**config.mk**
```make
export PLATFORM = sky130hd
export DESIGN_NAME = pong_collision_detector
export DESIGN_NICKNAME = d
export VERILOG_FILES = /design/src/rtl/pong_collision_detector.sv
export SDC_FILE = /design/constraint.sdc
export NUM_CORES = 1
export LEC_CHECK = 0
export BUFFER_PORTS_ARGS = -buffer_cell sky130_fd_sc_hd__buf_2
export CORE_MARGIN = 1
export CORE_UTILIZATION = 58
export CTS_BUF_LIST = sky130_fd_sc_hd__clkbuf_8
export DETAILED_ROUTE_END_ITERATION = 12
export PLACE_DENSITY = 0.83
export SYNTH_ARGS = -nofsm -noshare
export SYNTH_HDL_FRONTEND = slang
export SYNTH_SLANG_ARGS = --single-unit
```
**constraint.sdc**
```tcl
create_clock -name clock -period 4.6 [get_ports clock]
set_input_delay 0.92 -clock clock [delete_from_list [all_inputs] [get_ports clock]]
set_output_delay 0.92 -clock clock [all_outputs]
set_load 0.02 [all_outputs]
```
**src/rtl/pong_collision_detector.sv**
```systemverilog
// pong_collision_detector
//   Collision stage that feeds the ball FSM. Once per frame_tick it compares
//   the ball bounding box against the screen walls, both paddles and both
//   goal lines, emits a one-tick bounce code, keeps both scores and sequences
//   the serve and game-over phases.
//
// Ports
//   clock, reset        system clock, synchronous active-high reset
//   frame_tick          one-cycle update strobe, shared with the ball FSM
//   ball_x, ball_y      ball left column / top row
//   ball_size_x/_y      ball width / height
//   left_paddle_y       left paddle top row
//   right_paddle_y      right paddle top row
//   bounce              00 none, 01 paddle, 10 wall, 11 goal/re-serve
//   score_left/_right   player scores (saturate at MAX_SCORE)
//   serving             high while in SERVE
//   game_over           high while in OVER
//   debug_state         current FSM state (PLAY/HOLD/SERVE/OVER)
//
// Handshake: there is no valid/ready pair here. frame_tick is the only
// qualifier; every output is registered and changes only on a frame_tick
// cycle (or on reset), so the ball FSM samples each bounce code exactly once.

module pong_collision_detector #(
  parameter int SCREEN_X       = 640,
  parameter int SCREEN_Y       = 480,
  parameter int PADDLE_W       = 10,
  parameter int PADDLE_H       = 80,
  parameter int LEFT_PADDLE_X  = 20,
  parameter int RIGHT_PADDLE_X = 610,
  parameter int HOLDOFF        = 8,
  parameter int SERVE_DELAY    = 60,
  parameter int MAX_SCORE      = 9
) (
  input  logic       clock,
  input  logic       reset,
  input  logic       frame_tick,
  input  logic [9:0] ball_x,
  input  logic [9:0] ball_y,
  input  logic [7:0] ball_size_x,
  input  logic [7:0] ball_size_y,
  input  logic [9:0] left_paddle_y,
  input  logic [9:0] right_paddle_y,
  output logic [1:0] bounce,
  output logic [3:0] score_left,
  output logic [3:0] score_right,
  output logic       serving,
  output logic       game_over,
  output logic [1:0] debug_state
);

  localparam logic [1:0] ST_PLAY  = 2'd0;
  localparam logic [1:0] ST_HOLD  = 2'd1;
  localparam logic [1:0] ST_SERVE = 2'd2;
  localparam logic [1:0] ST_OVER  = 2'd3;

  localparam logic [1:0] B_NONE   = 2'b00;
  localparam logic [1:0] B_PADDLE = 2'b01;
  localparam logic [1:0] B_WALL   = 2'b10;
  localparam logic [1:0] B_GOAL   = 2'b11;

  logic [1:0] state;
  logic [7:0] holdoff_cnt;
  logic [7:0] serve_cnt;

  // Edge sums are widened to 11 bits so nothing wraps near the screen edge.
  logic [10:0] ball_right;
  logic [10:0] ball_bottom;
  logic [10:0] lp_bottom;
  logic [10:0] rp_bottom;

  assign ball_right  = {1'b0, ball_x} + {3'b000, ball_size_x};
  assign ball_bottom = {1'b0, ball_y} + {3'b000, ball_size_y};
  assign lp_bottom   = {1'b0, left_paddle_y}  + 11'(PADDLE_H);
  assign rp_bottom   = {1'b0, right_paddle_y} + 11'(PADDLE_H);

  logic goal_right;  // right player scores
  logic goal_left;   // left player scores
  logic goal_any;
  logic wall;
  logic hit_left;
  logic hit_right;

  assign goal_right = (ball_x == 10'd0);
  assign goal_left  = (ball_right >= 11'(SCREEN_X));
  assign goal_any   = goal_right | goal_left;
  assign wall       = (ball_y == 10'd0) || (ball_bottom >= 11'(SCREEN_Y));

  assign hit_left  = ({1'b0, ball_x} < 11'(LEFT_PADDLE_X + PADDLE_W)) &&
                     (ball_right > 11'(LEFT_PADDLE_X)) &&
                     ({1'b0, ball_y} < lp_bottom) &&
                     (ball_bottom > {1'b0, left_paddle_y});

  assign hit_right = ({1'b0, ball_x} < 11'(RIGHT_PADDLE_X + PADDLE_W)) &&
                     (ball_right > 11'(RIGHT_PADDLE_X)) &&
                     ({1'b0, ball_y} < rp_bottom) &&
                     (ball_bottom > {1'b0, right_paddle_y});

  // If both goal lines trip at once the right player is credited.
  logic [3:0] scorer_score;
  logic [3:0] scorer_new;

  assign scorer_score = goal_right ? score_right : score_left;
  assign scorer_new   = (scorer_score < 4'(MAX_SCORE)) ? scorer_score + 4'd1
                                                       : scorer_score;

  // In HOLD a goal is still honoured; once holdoff has run down to zero the
  // tick is evaluated exactly like PLAY.
  logic eval_now;
  assign eval_now = (state == ST_PLAY) ||
                    ((state == ST_HOLD) && (goal_any || (holdoff_cnt == 8'd0)));

  logic [1:0] state_n;
  logic [1:0] bounce_n;
  logic [7:0] holdoff_n;
  logic [7:0] serve_n;
  logic [3:0] score_left_n;
  logic [3:0] score_right_n;

  always_comb begin
    state_n       = state;
    bounce_n      = B_NONE;
    holdoff_n     = holdoff_cnt;
    serve_n       = serve_cnt;
    score_left_n  = score_left;
    score_right_n = score_right;

    if (state == ST_SERVE) begin
      if (serve_cnt == 8'd0) begin
        state_n = ST_PLAY;
      end else begin
        serve_n = serve_cnt - 8'd1;
      end
    end else if (state == ST_OVER) begin
      state_n = ST_OVER;
    end else if (eval_now) begin
      if (goal_any) begin
        bounce_n = B_GOAL;
        if (goal_right) begin
          score_right_n = scorer_new;
        end else begin
          score_left_n = scorer_new;
        end
        if (scorer_new == 4'(MAX_SCORE)) begin
          state_n = ST_OVER;
        end else begin
          state_n = ST_SERVE;
          serve_n = 8'(SERVE_DELAY);
        end
      end else if (hit_left || hit_right) begin
        // Corner wall+paddle lands here: paddle outranks wall.
        bounce_n  = B_PADDLE;
        holdoff_n = 8'(HOLDOFF);
        state_n   = ST_HOLD;
      end else if (wall) begin
        bounce_n  = B_WALL;
        holdoff_n = 8'(HOLDOFF);
        state_n   = ST_HOLD;
      end else begin
        state_n = ST_PLAY;
      end
    end else begin
      // HOLD with holdoff still running: wall/paddle ignored.
      holdoff_n = holdoff_cnt - 8'd1;
    end
  end

  always_ff @(posedge clock) begin
    if (reset) begin
      state       <= ST_PLAY;
      bounce      <= B_NONE;
      holdoff_cnt <= 8'd0;
      serve_cnt   <= 8'd0;
      score_left  <= 4'd0;
      score_right <= 4'd0;
      serving     <= 1'b0;
      game_over   <= 1'b0;
    end else if (frame_tick) begin
      state       <= state_n;
      bounce      <= bounce_n;
      holdoff_cnt <= holdoff_n;
      serve_cnt   <= serve_n;
      score_left  <= score_left_n;
      score_right <= score_right_n;
      serving     <= (state_n == ST_SERVE);
      game_over   <= (state_n == ST_OVER);
    end
  end

  assign debug_state = state;

endmodule
```
### Word-level counts from Yosys, hierarchy flattened

Index checks and enable logic that the tools add are counted.

| storage, ports and cells | value |
|---|---|
| flip-flop bits (word level) | 30 |
| input port bits | 59 |
| output and inout port bits | 14 |
| logic and storage cells | 89 |

| cells by class | value |
|---|---|
| $add $sub $neg | 7 |
| $lt $le $gt $ge | 11 |
| equality and inequality tests | 11 |
| muxes and demuxes | 26 |
| bitwise gates (word level) | 4 |
| reductions and logical operators | 22 |

Operators with widths:

| cell | count |
|---|---|
| 8-bit 2-to-1 mux | 10 |
| 10-bit by 7-bit adder with 11-bit output, second input constant | 2 |
| 10-bit by 8-bit adder with 11-bit output | 2 |
| 11-bit by 10-bit greater-than comparator with 1-bit output | 2 |
| 10-bit by 11-bit less-than comparator with 1-bit output | 2 |
| 2-bit 2-to-1 mux | 11 |
| 10-bit logical NOT | 2 |
| 6-bit AND reduction | 3 |
| 8-bit logical NOT | 2 |
| 8-bit by 1-bit subtractor with 8-bit output, second input constant | 2 |
| 11-bit by 10-bit >= comparator with 1-bit output, second input constant | 1 |
| 11-bit by 9-bit >= comparator with 1-bit output, second input constant | 1 |
| 11-bit by 10-bit greater-than comparator with 1-bit output, second input constant | 1 |
| 11-bit by 5-bit greater-than comparator with 1-bit output, second input constant | 1 |
| 10-bit less-than comparator, second input constant | 1 |
| 10-bit by 5-bit less-than comparator with 1-bit output, second input constant | 1 |
| 2-bit == test, second input constant | 4 |
| 4-bit 2-to-1 mux | 2 |
| 2-bit != test, second input constant | 4 |
| 1-bit logical AND | 7 |
| 5-bit AND reduction | 1 |
| 4-bit by 1-bit adder with 4-bit output, second input constant | 1 |
| 4-bit == test, second input constant | 1 |
| 1-bit logical OR | 4 |
| other kinds (8) | 13 |

### Depth between registers and ports, before layout

Gate-level depths: netlist of run 1.

| logic depth | value |
|---|---|
| depth in word-level cells | 12 |
| depth in mapped cells | 16 |
| gate-level depth less buffers | 16 |

### Worst setup path after synthesis of run 1

Ideal clock, no wire load.

| timing path | value |
|---|---|
| path kind | input port to flip-flop |
| start | input port ball_y[0] |
| end | register holdoff_cnt[1] |
| setup time | 0.116 ns |
| arrival time | 3.889 ns |
| data required time | 4.484 ns |
| path slack | 0.595 ns |
| stages | 14 |
| path buffers | 0 |
| cells stage by stage | ha_1 -> fa_1 -> a21oi_1 -> o22ai_1 -> o41a_1 -> xor2_1 -> ha_1 -> nand3_1 -> nor3_1 -> a221o_1 -> a211o_1 -> o22a_1 -> and2_1 -> a31o_2 |

| on the way | value |
|---|---|
| cells in the longest elaborated chain, start to end | 7 |
| elaborated cells between the ends (all ways) | 18 |
| classes of those cells | add/sub: 1; order compare: 5; eq/ne: 1; mux: 3; reduce/logical: 8 |

Ends and longest elaborated chain:

| element | RTL line | RTL |
|---|---|---|
| start: declaration | 39 | `input logic [9:0] ball_y,` |
| 10-bit by 8-bit adder with 11-bit output, or another cell as far along | 73 | `assign ball_bottom = {1'b0, ball_y} + {3'b000, ball_size_y};` |
| 11-bit by 10-bit greater-than comparator with 1-bit output, or another cell as far along | 92 | `(ball_bottom > {1'b0, left_paddle_y});` |
| 1-bit logical AND (on tied branches) | 91, 96 |  |
| 1-bit logical OR | 150 | `end else if (hit_left \|\| hit_right) begin` |
| 8-bit 2-to-1 mux | 150 |  |
| 8-bit 2-to-1 mux | 137 | `if (goal_any) begin` |
| 8-bit 2-to-1 mux | 136 | `end else if (eval_now) begin` |
| end signal: assignment | 181 | `holdoff_cnt <= holdoff_n;` |
| end: declaration | 63 | `logic [7:0] holdoff_cnt;` |

Several ways; a longest one is shown, not always the timed one. The select of a mux whose other input is x is not followed.
A chain may end at the register's enable or synchronous reset.

### Worst setup path in the final report of run 1

| timing path | value |
|---|---|
| start | input port ball_y[0] |
| end | register bounce[1] |

| on the way | value |
|---|---|
| cells in the longest elaborated chain, start to end | 9 |
| elaborated cells between the ends (all ways) | 19 |
| classes of those cells | add/sub: 1; order compare: 5; mux: 6; reduce/logical: 7 |

Ends and longest elaborated chain:

| element | RTL line | RTL |
|---|---|---|
| 10-bit by 8-bit adder with 11-bit output, or another cell as far along | 73 |  |
| 11-bit by 9-bit >= comparator with 1-bit output, or another cell as far along | 87 | `assign wall = (ball_y == 10'd0) \|\| (ball_bottom >= 11'(SCREEN_Y));` |
| 1-bit logical OR, or another cell as far along | 87 |  |
| 2-bit 2-to-1 mux or 1-bit logical OR (tied branches) | 155, 150 |  |
| 2-bit 2-to-1 mux * | 150 |  |
| 2-bit 2-to-1 mux * | 137 |  |
| 2-bit 2-to-1 mux * | 136 |  |
| 2-bit 2-to-1 mux * | 134 | `end else if (state == ST_OVER) begin` |
| 2-bit 2-to-1 mux * | 128 | `if (state == ST_SERVE) begin` |
| end signal: assignment | 180 | `bounce <= bounce_n;` |
| end: declaration | 44 | `output logic [1:0] bounce,` |

Mark *: on every way between the ends. The rest lies on a longest branch, timed or not.

==> metrics.yaml, run 1 <==
route:
  vias: 3977
  totalWireLength_mm: 9.79
  viasPerCell: 6.19
  drt_iter0_drc: 269
  wl_per_cell_um: 15.2
  detail_route.first_pass.iterations: 5
  ant_nets: 0
  drc: 0
final_layout:
  fin_nets: 687
  syn2layout_area_growth_pct: 13.5
  nFillCells: 533
  layout-drive-gt1-share_pct: 17.3
  antenna_cells: 0
clock_network:
  ctsHoldBuffers: 0
  ctsResizeCount: 0
  cts_buffer_depth: 2
  numCtsBuffers: 5
  cts_setup_buffers: 0
  cts_tree: "done"
  htree_levels: 2
  clockRootBuffer: "clkbuf_8"
  clkLatencyLatePin_ns: 0.29
  cts.clk_slew.worst_paths_ns: 0.06
  clock_sinks: 30
floorplanning:
  die_x_um: 83.2
  die_area_um2: 6920
  core_um2: 6350
  die_h_um: 83.2
  start_util_pct: 60.2
  io_pins: 73
  num_rows: 29
worst_setup_path:
  crit_required_ns: 4.79
  rr_worst_depth: 6
  rr_endpoint: "serve_cnt[7]"
  cp_max_fo: 4
  crit_path_start_kind: "input pin"
  r2r-start: "debug_state[1]"
  rrSetupSlack_ns: 1.91
  crit_path_end_kind: "flip-flop"
  arrival_ns: 4.38
  crit_type: "input pin to flip-flop"
sta:
  setup_tns_ns: 0
  report.final.slew_viol_count: 0
  slew_headroom_pct: 33.0
  fmax_ghz: 0.239
  rsz0062_at_grt: "false"
  fin_crit_sh_pct: 91.0
  finClkSkew_ns: 0.00632
  hold_violations: 0
  report.final.setup_viol: 0
  period_minus_slack_ns: 4.19
  worst_pin_slew_ns: 1.00
  fin_hold_ws_ns: 0.465
synthesis:
  synth_cell_types: 68
  async_flop_share_pct: 0
  netlist_area_um2: 3820
  netlist_top_cells_area: "ha_1, dfxtp_1, a21oi_1"
  synth_edf_count: 0
  yosysTopAreaCellShare_pct: 20.0
  ys_seq_elements: 30
  syn_inst: 493
  syn_avg_cell_area_um2: 7.76
  ys.flop_type: "dfxtp_1"
  yosysMostFrequentCell: "ha_1"
  yosysWarnings: 0
  yosys-top-cells-count: "ha_1, a21oi_1, nor2_1, inv_1, dfxtp_1"
  ys_seq_area_share_pct: 15.7
  synth_fp_nets: 615
  synth_top_cell_by_area: "ha_1"
worst_hold_path:
  worstHoldStart: "score_left[1]"
  hold_path_end: "score_left[1]"
  hold_path.class: "flip-flop to flip-flop"
  min_path_cells: 2
grt:
  grt_max_degree: 30
  grt_pass1_vias: 3831
  track_usage_pct: 28.9
  antenna_found_initial: 0
  grt_pass1_wl_mm: 16.8
  overflow: 0
status:
  status: "finished clean"
place:
  dp_hpwl_mm: 7.84
  portBuffers: 72
  gp_congestion: 0.951
power:
  irDropWorstVdd_mv: 0.156
  power_w: 0.00108
  p_leak_nw: 2.04
  pwr_density_cell_nw_per_um2: 249
job:
  drv_cap: 0
[worst max-delay path: stages]
cell	delay (ns)
buf_2	0.12
ha_1	0.24
fa_1	0.42
a21oi_1	0.19
o22ai_1	0.14
nor2_1	0.13
xnor2_1	0.20
ha_1	0.32
nand2_1	0.08
nor2_1	0.04
a2111oi_0	0.36
a21oi_1	0.12
o31ai_1	0.27
and2_1	0.19
o32ai_1	0.09
or3_1	0.32
a221oi_1	0.24
[sequential cells by signal (all words and copies together) (netlist names)]
signal / cells
debug_state: 2
score_right: 4
serving: 1
score_left: 4
serve_cnt: 8
game_over: 1
bounce: 2
holdoff_cnt: 8
[routing by layer]
layer	vias up	share of wire [%]	global-route usage, %
li1	1997	-	-
met1	1846	46	37.6
met2	122	48	49.6
met3	12	4.6	3.98
met4	0	1.1	8.15
met5	-	0	0
[cell type report]
type | count | area (um2) | area share [%]
clock buffer | 6 | 82.6 | 1.90
tap | 77 | 96.3 | 2.22
sequential | 30 | 601 | 13.8
multi-input combinational | 415 | 3040 | 69.9
inverter | 40 | 150 | 3.46
clock inverter | 2 | 8.76 | 0.202
timing repair buffer | 73 | 368 | 8.47
[placed cells by master (no fill, tap or decap), drive strengths merged, types with 5 or more instances in the layout]
| cell | Yosys | final |
|---|---|---|
| a211oi | 8 | 8 |
| a21o | 11 | 11 |
| a21oi | 46 | 46 |
| a22oi | 6 | 6 |
| a31oi | 5 | 5 |
| and3 | 6 | 6 |
| buf | 1 | 73 |
| clkbuf | 7 | 6 |
| dfxtp | 30 | 30 |
| ha | 61 | 61 |
| inv | 40 | 41 |
| mux2i | 6 | 6 |
| nand2 | 29 | 29 |
| nand2b | 8 | 8 |
| nand3 | 8 | 8 |
| nand4 | 12 | 12 |
| nor2 | 43 | 43 |
| nor2b | 10 | 10 |
| nor3 | 20 | 20 |
| nor4 | 6 | 6 |
| o21a | 5 | 5 |
| o21ai | 28 | 28 |
| o31ai | 6 | 6 |
| or3 | 10 | 10 |
| or4 | 5 | 5 |
| xnor2 | 14 | 14 |
| xor2 | 9 | 9 |
[per-stage QoR]
stage / instances / setup WS (ns) / cell area, um2 / util, %
after floorplan: 493 / 0.595 / 3820 / -
after global placement: 635 / 0.248 / 4250 / 67.0
after detailed placement: 635 / 0.150 / 4250 / 67.0
after CTS: 643 / 0.443 / 4340 / 68.4
after global routing: 643 / 0.112 / 4340 / 68.4
final: 643 / 0.412 / 4340 / 68.4
[worst max-delay path by stage]
| stage | from | to | slack, ns |
|---|---|---|---|
| after floorplan | ball_y[0] | holdoff_cnt[1] | 0.60 |
| after global placement | ball_y[0] | holdoff_cnt[3] | 0.25 |
| after detailed placement | ball_y[0] | bounce[1] | 0.15 |
| after CTS | ball_y[0] | bounce[1] | 0.44 |
| after global routing | ball_y[0] | bounce[1] | 0.11 |
| final | ball_y[0] | bounce[1] | 0.41 |
[where the power goes]
| group | total (W) | internal (W) | switching, W |
|---|---|---|---|
| logic | 0.000548 | 0.000232 | 0.000317 |
| clock network | 0.000221 | 0.000118 | 0.000103 |
| registers | 0.000314 | 0.000283 | 0.0000303 |
| total | 0.00108 | 0.000633 | 0.000450 |
[cells by family after synthesis]
group	share of synthesized area [%]
AOI/OAI and AO/OA	28.2
xor gates and xnor gates	5.27
adders and majority gates	21.0
buffers and inverters	4.91
DFF	15.7
muxes	1.57
and+or+nand+nor	23.3
No activity file was read; power rests on OpenSTA's default activity.
==> run 2: changes to the inputs <==
Settings changed: ABC_AREA set to 1, CAP_MARGIN set to 20, CORE_UTILIZATION 58 to 59, HOLD_SLACK_MARGIN set to 0.05, PLACE_DENSITY 0.83 to 0.84.
==> run 2 against run 1 <==
  * Total power increased by 3.3%
  * Area after synthesis increased by 7.4%
  * Die area increased by 5.4%
  * Non-clock buffer count decreased by 1
  * Hold slack got worse by 0.0034 ns
  * Count of clock-buffer cells in the layout decreased by 1
  * Cell count increased by 27%
  * Core utilization increased by 0.087 points
  * Sequential share of layout area decreased by 0.85 points
  * Critical path depth increased by 7
  * Register-to-register slack improved by 0.47 ns
  * Critical path type unchanged
  * Critical endpoint is now holdoff_cnt[0]
==> metrics.yaml, run 2 <==
place:
  dp_hpwl_mm: 8.39  # +7.1%
  gp_congestion: 0.902  # -5.1%
  placed_cells: 811  # +28%
  portBuffers: 72  # unchanged
sta:
  fmax_ghz: 0.270  # +13%
  hold_violations: 0  # unchanged
  rsz0062_at_grt: "false"
  worst_pin_slew_ns: 0.703  # -0.297 ns
  slew_headroom_pct: 52.9  # +20 points
  setup_tns_ns: 0  # unchanged
  period_minus_slack_ns: 3.71  # -0.483 ns
  finClkSkew_ns: 0.00707  # +0.000759 ns
  fin_crit_sh_pct: 80.5  # -10 points
  report.final.setup_viol: 0  # unchanged
  report.final.slew_viol_count: 0  # unchanged
synthesis:
  synth_top_cell_by_area: "ha_1"
  syn_avg_cell_area_um2: 6.20  # -20%
  syn_inst: 662  # +34%
  yosysMostFrequentCell: "nand2_1"
  ys_seq_elements: 30  # unchanged
  synth_edf_count: 0  # unchanged
  netlist_top_cells_area: "ha_1, nand2_1, dfxtp_1"
  synth_fp_nets: 784  # +27%
  ys.flop_type: "dfxtp_1"
  async_flop_share_pct: 0  # unchanged
  yosysWarnings: 0  # unchanged
  netlist_area_um2: 4110  # +7.4%
  yosys-top-cells-count: "nand2_1, inv_1, nor2_1, ha_1, nand3_1"
  synth_cell_types: 40  # -41%
  yosysTopAreaCellShare_pct: 18.6  # -1.4 points
  ys_seq_area_share_pct: 14.6  # -1.1 points
floorplanning:
  num_rows: 30  # +3.4%
  die_area_um2: 7300  # +5.4%
  die_x_um: 85.4  # +2.7%
  core_um2: 6760  # +6.4%
  die_h_um: 85.4  # +2.7%
  io_pins: 73  # unchanged
  start_util_pct: 60.8  # +0.54 points
worst_setup_path:
  crit_path_end_kind: "flip-flop"
  crit_path_start_kind: "input pin"
  crit_required_ns: 4.78  # about the same
  arrival_ns: 3.88  # -0.50 ns
  rr_worst_depth: 14  # +8
  r2r-start: "score_right[0]"
  cp_max_fo: 9  # +5
  rrSetupSlack_ns: 2.38  # +0.47 ns
  crit_type: "input pin to flip-flop"
  rr_endpoint: "serve_cnt[1]"
clock_network:
  ctsResizeCount: 0  # unchanged
  numCtsBuffers: 5  # unchanged
  clockRootBuffer: "clkbuf_8"
  cts.clk_slew.worst_paths_ns: 0.07  # about the same
  htree_levels: 2  # unchanged
  cts_tree: "done"
  ctsHoldBuffers: 0  # unchanged
  clkLatencyLatePin_ns: 0.28  # about the same
  cts_setup_buffers: 0  # unchanged
  clock_sinks: 30  # unchanged
  cts_buffer_depth: 2  # unchanged
power:
  p_leak_nw: 2.66  # +31%
  pwr_density_cell_nw_per_um2: 242  # -3.0%
  irDropWorstVdd_mv: 0.269  # +72%
final_layout:
  syn2layout_area_growth_pct: 12.7
  utilization_pct: 68.5  # +0.087 points
  nFillCells: 606  # +14%
  fin_nets: 860  # +25%
  antenna_cells: 0  # unchanged
  final_common_cell: "nand2_1"
  top_regs: "holdoff_cnt (8), serve_cnt (8)"
  final_cell_count_no_fill: 818  # +27%
  final_cell_mix: "nand2_1, inv_1, buf_2"
  layout-drive-gt1-share_pct: 16.4  # -0.92 points
job:
  drv_cap: 0  # unchanged
status:
  status: "finished clean"
worst_hold_path:
  min_path_cells: 2  # unchanged
  hold_path_end: "bounce[0]"
  worstHoldStart: "bounce[0]"
  hold_path.class: "flip-flop to flip-flop"
route:
  vias: 4483  # +13%
  viasPerCell: 5.48  # -11%
  detail_route.first_pass.iterations: 5  # unchanged
  totalWireLength_mm: 10.2  # +4.0%
  ant_nets: 0  # unchanged
  drc: 0  # unchanged
  drt_iter0_drc: 205  # -24%
  wl_per_cell_um: 12.4  # -18%
grt:
  grt_max_degree: 23  # -23%
  track_usage_pct: 28.1  # -0.76 points
  overflow: 0  # unchanged
  antenna_found_initial: 0  # unchanged
  grt_pass1_vias: 4074  # +6.3%
  grt_pass1_wl_mm: 17.0  # +1.2%
==> run 2: cell count changes in the layout (fill, tap and decap cells not counted), sizes merged, moves of 8 or more <==
cell,previous run,this run
a211oi,8,0
a21o,11,2
inv,41,102
nand2,29,198
nand2b,8,0
nand3,8,51
nor2,43,69
nor2b,10,0
nor3,20,4
or2,0,8
or3,10,0
xnor2,14,4
==> run 2: cell families after synthesis <==
| group | count (synthesis) | synth area share [%] |
|---|---|---|
| XOR/XNOR | 19 | 4.05 |
| buffers and inverters | 107 | 9.96 |
| AO/OA/AOI/OAI | 79 | 11.2 |
| flip-flops | 30 | 14.6 |
| adder cells (fa/ha/maj) | 63 | 19.6 |
| AND/OR/NAND/NOR | 364 | 40.6 |
==> run 2: area by class of cell <==
type                    instances  area, um2  area share, %
clock buffers                   5       68.8           1.49
multi-input cells             525       3100           66.9
inverters                     104        390           8.44
flip-flops and latches         30        601           13.0
well taps                      80        100           2.16
repair buffers                 72        360           7.79
clock inverters                 2       10.0          0.216
==> run 2: critical path, cell delays in order <==
cell	delay, ns
buf_2	0.12
ha_1	0.25
fa_1	0.42
nand3_1	0.10
or2_2	0.12
nand4_1	0.07
nand2_1	0.12
inv_1	0.07
ha_1	0.29
nand2_1	0.08
nor2_1	0.14
nand2_1	0.08
nand2_1	0.06
nand2_1	0.05
nand2_1	0.06
nand2_1	0.06
nand2_1	0.06
nand2_1	0.05
nand2_1	0.05
nand3_1	0.15
nand4_4	0.18
nand2_2	0.13
o21ai_0	0.20
inv_1	0.06
==> run 2: metrics by stage <==
stage          power (W)  cell area [um2]  setup slack (ns)  hold WS [ns]
3_3_place_gp    0.000888             4550             0.761         0.448
5_1_grt          0.00122             4630             0.541         0.479
2_1_floorplan   0.000762             4110              1.07         0.448
6_report         0.00112             4630             0.895         0.462
3_5_place_dp    0.000911             4550             0.656         0.454
4_1_cts          0.00111             4630             0.949         0.464
==> run 2: where the power goes <==
group / total (W) / internal (W) / leakage (nW) / switching, W
registers: 0.000307 / 0.000284 / 0.245 / 0.0000222
clock network: 0.000203 / 0.000101 / 0.0438 / 0.000101
logic: 0.000610 / 0.000235 / 2.37 / 0.000375
total: 0.00112 / 0.000621 / 2.66 / 0.000498
==> run 2: routing by layer <==
metal / wire length [um] / track usage (%) / share of wire, % / up-vias
met5: 0 / 0 / 0 / -
met4: 192 / 7.27 / 1.9 / 0
met3: 442 / 4.18 / 4.3 / 21
met2: 4880 / 49.7 / 48 / 132
met1: 4660 / 35.6 / 46 / 2023
li1: - / - / - / 2307
==> run 2: worst max path at each step <==
stage          startpoint        endpoint  slack, ns  cells past startpoint
3_5_place_dp    ball_y[0]  holdoff_cnt[1]       0.66                     24
6_report        ball_y[0]  holdoff_cnt[0]       0.89                     24
3_3_place_gp    ball_y[5]  holdoff_cnt[1]       0.76                     20
2_1_floorplan   ball_y[0]  holdoff_cnt[1]       1.07                     23
4_1_cts         ball_y[0]  holdoff_cnt[1]       0.95                     24
5_1_grt         ball_y[0]  holdoff_cnt[0]       0.54                     24
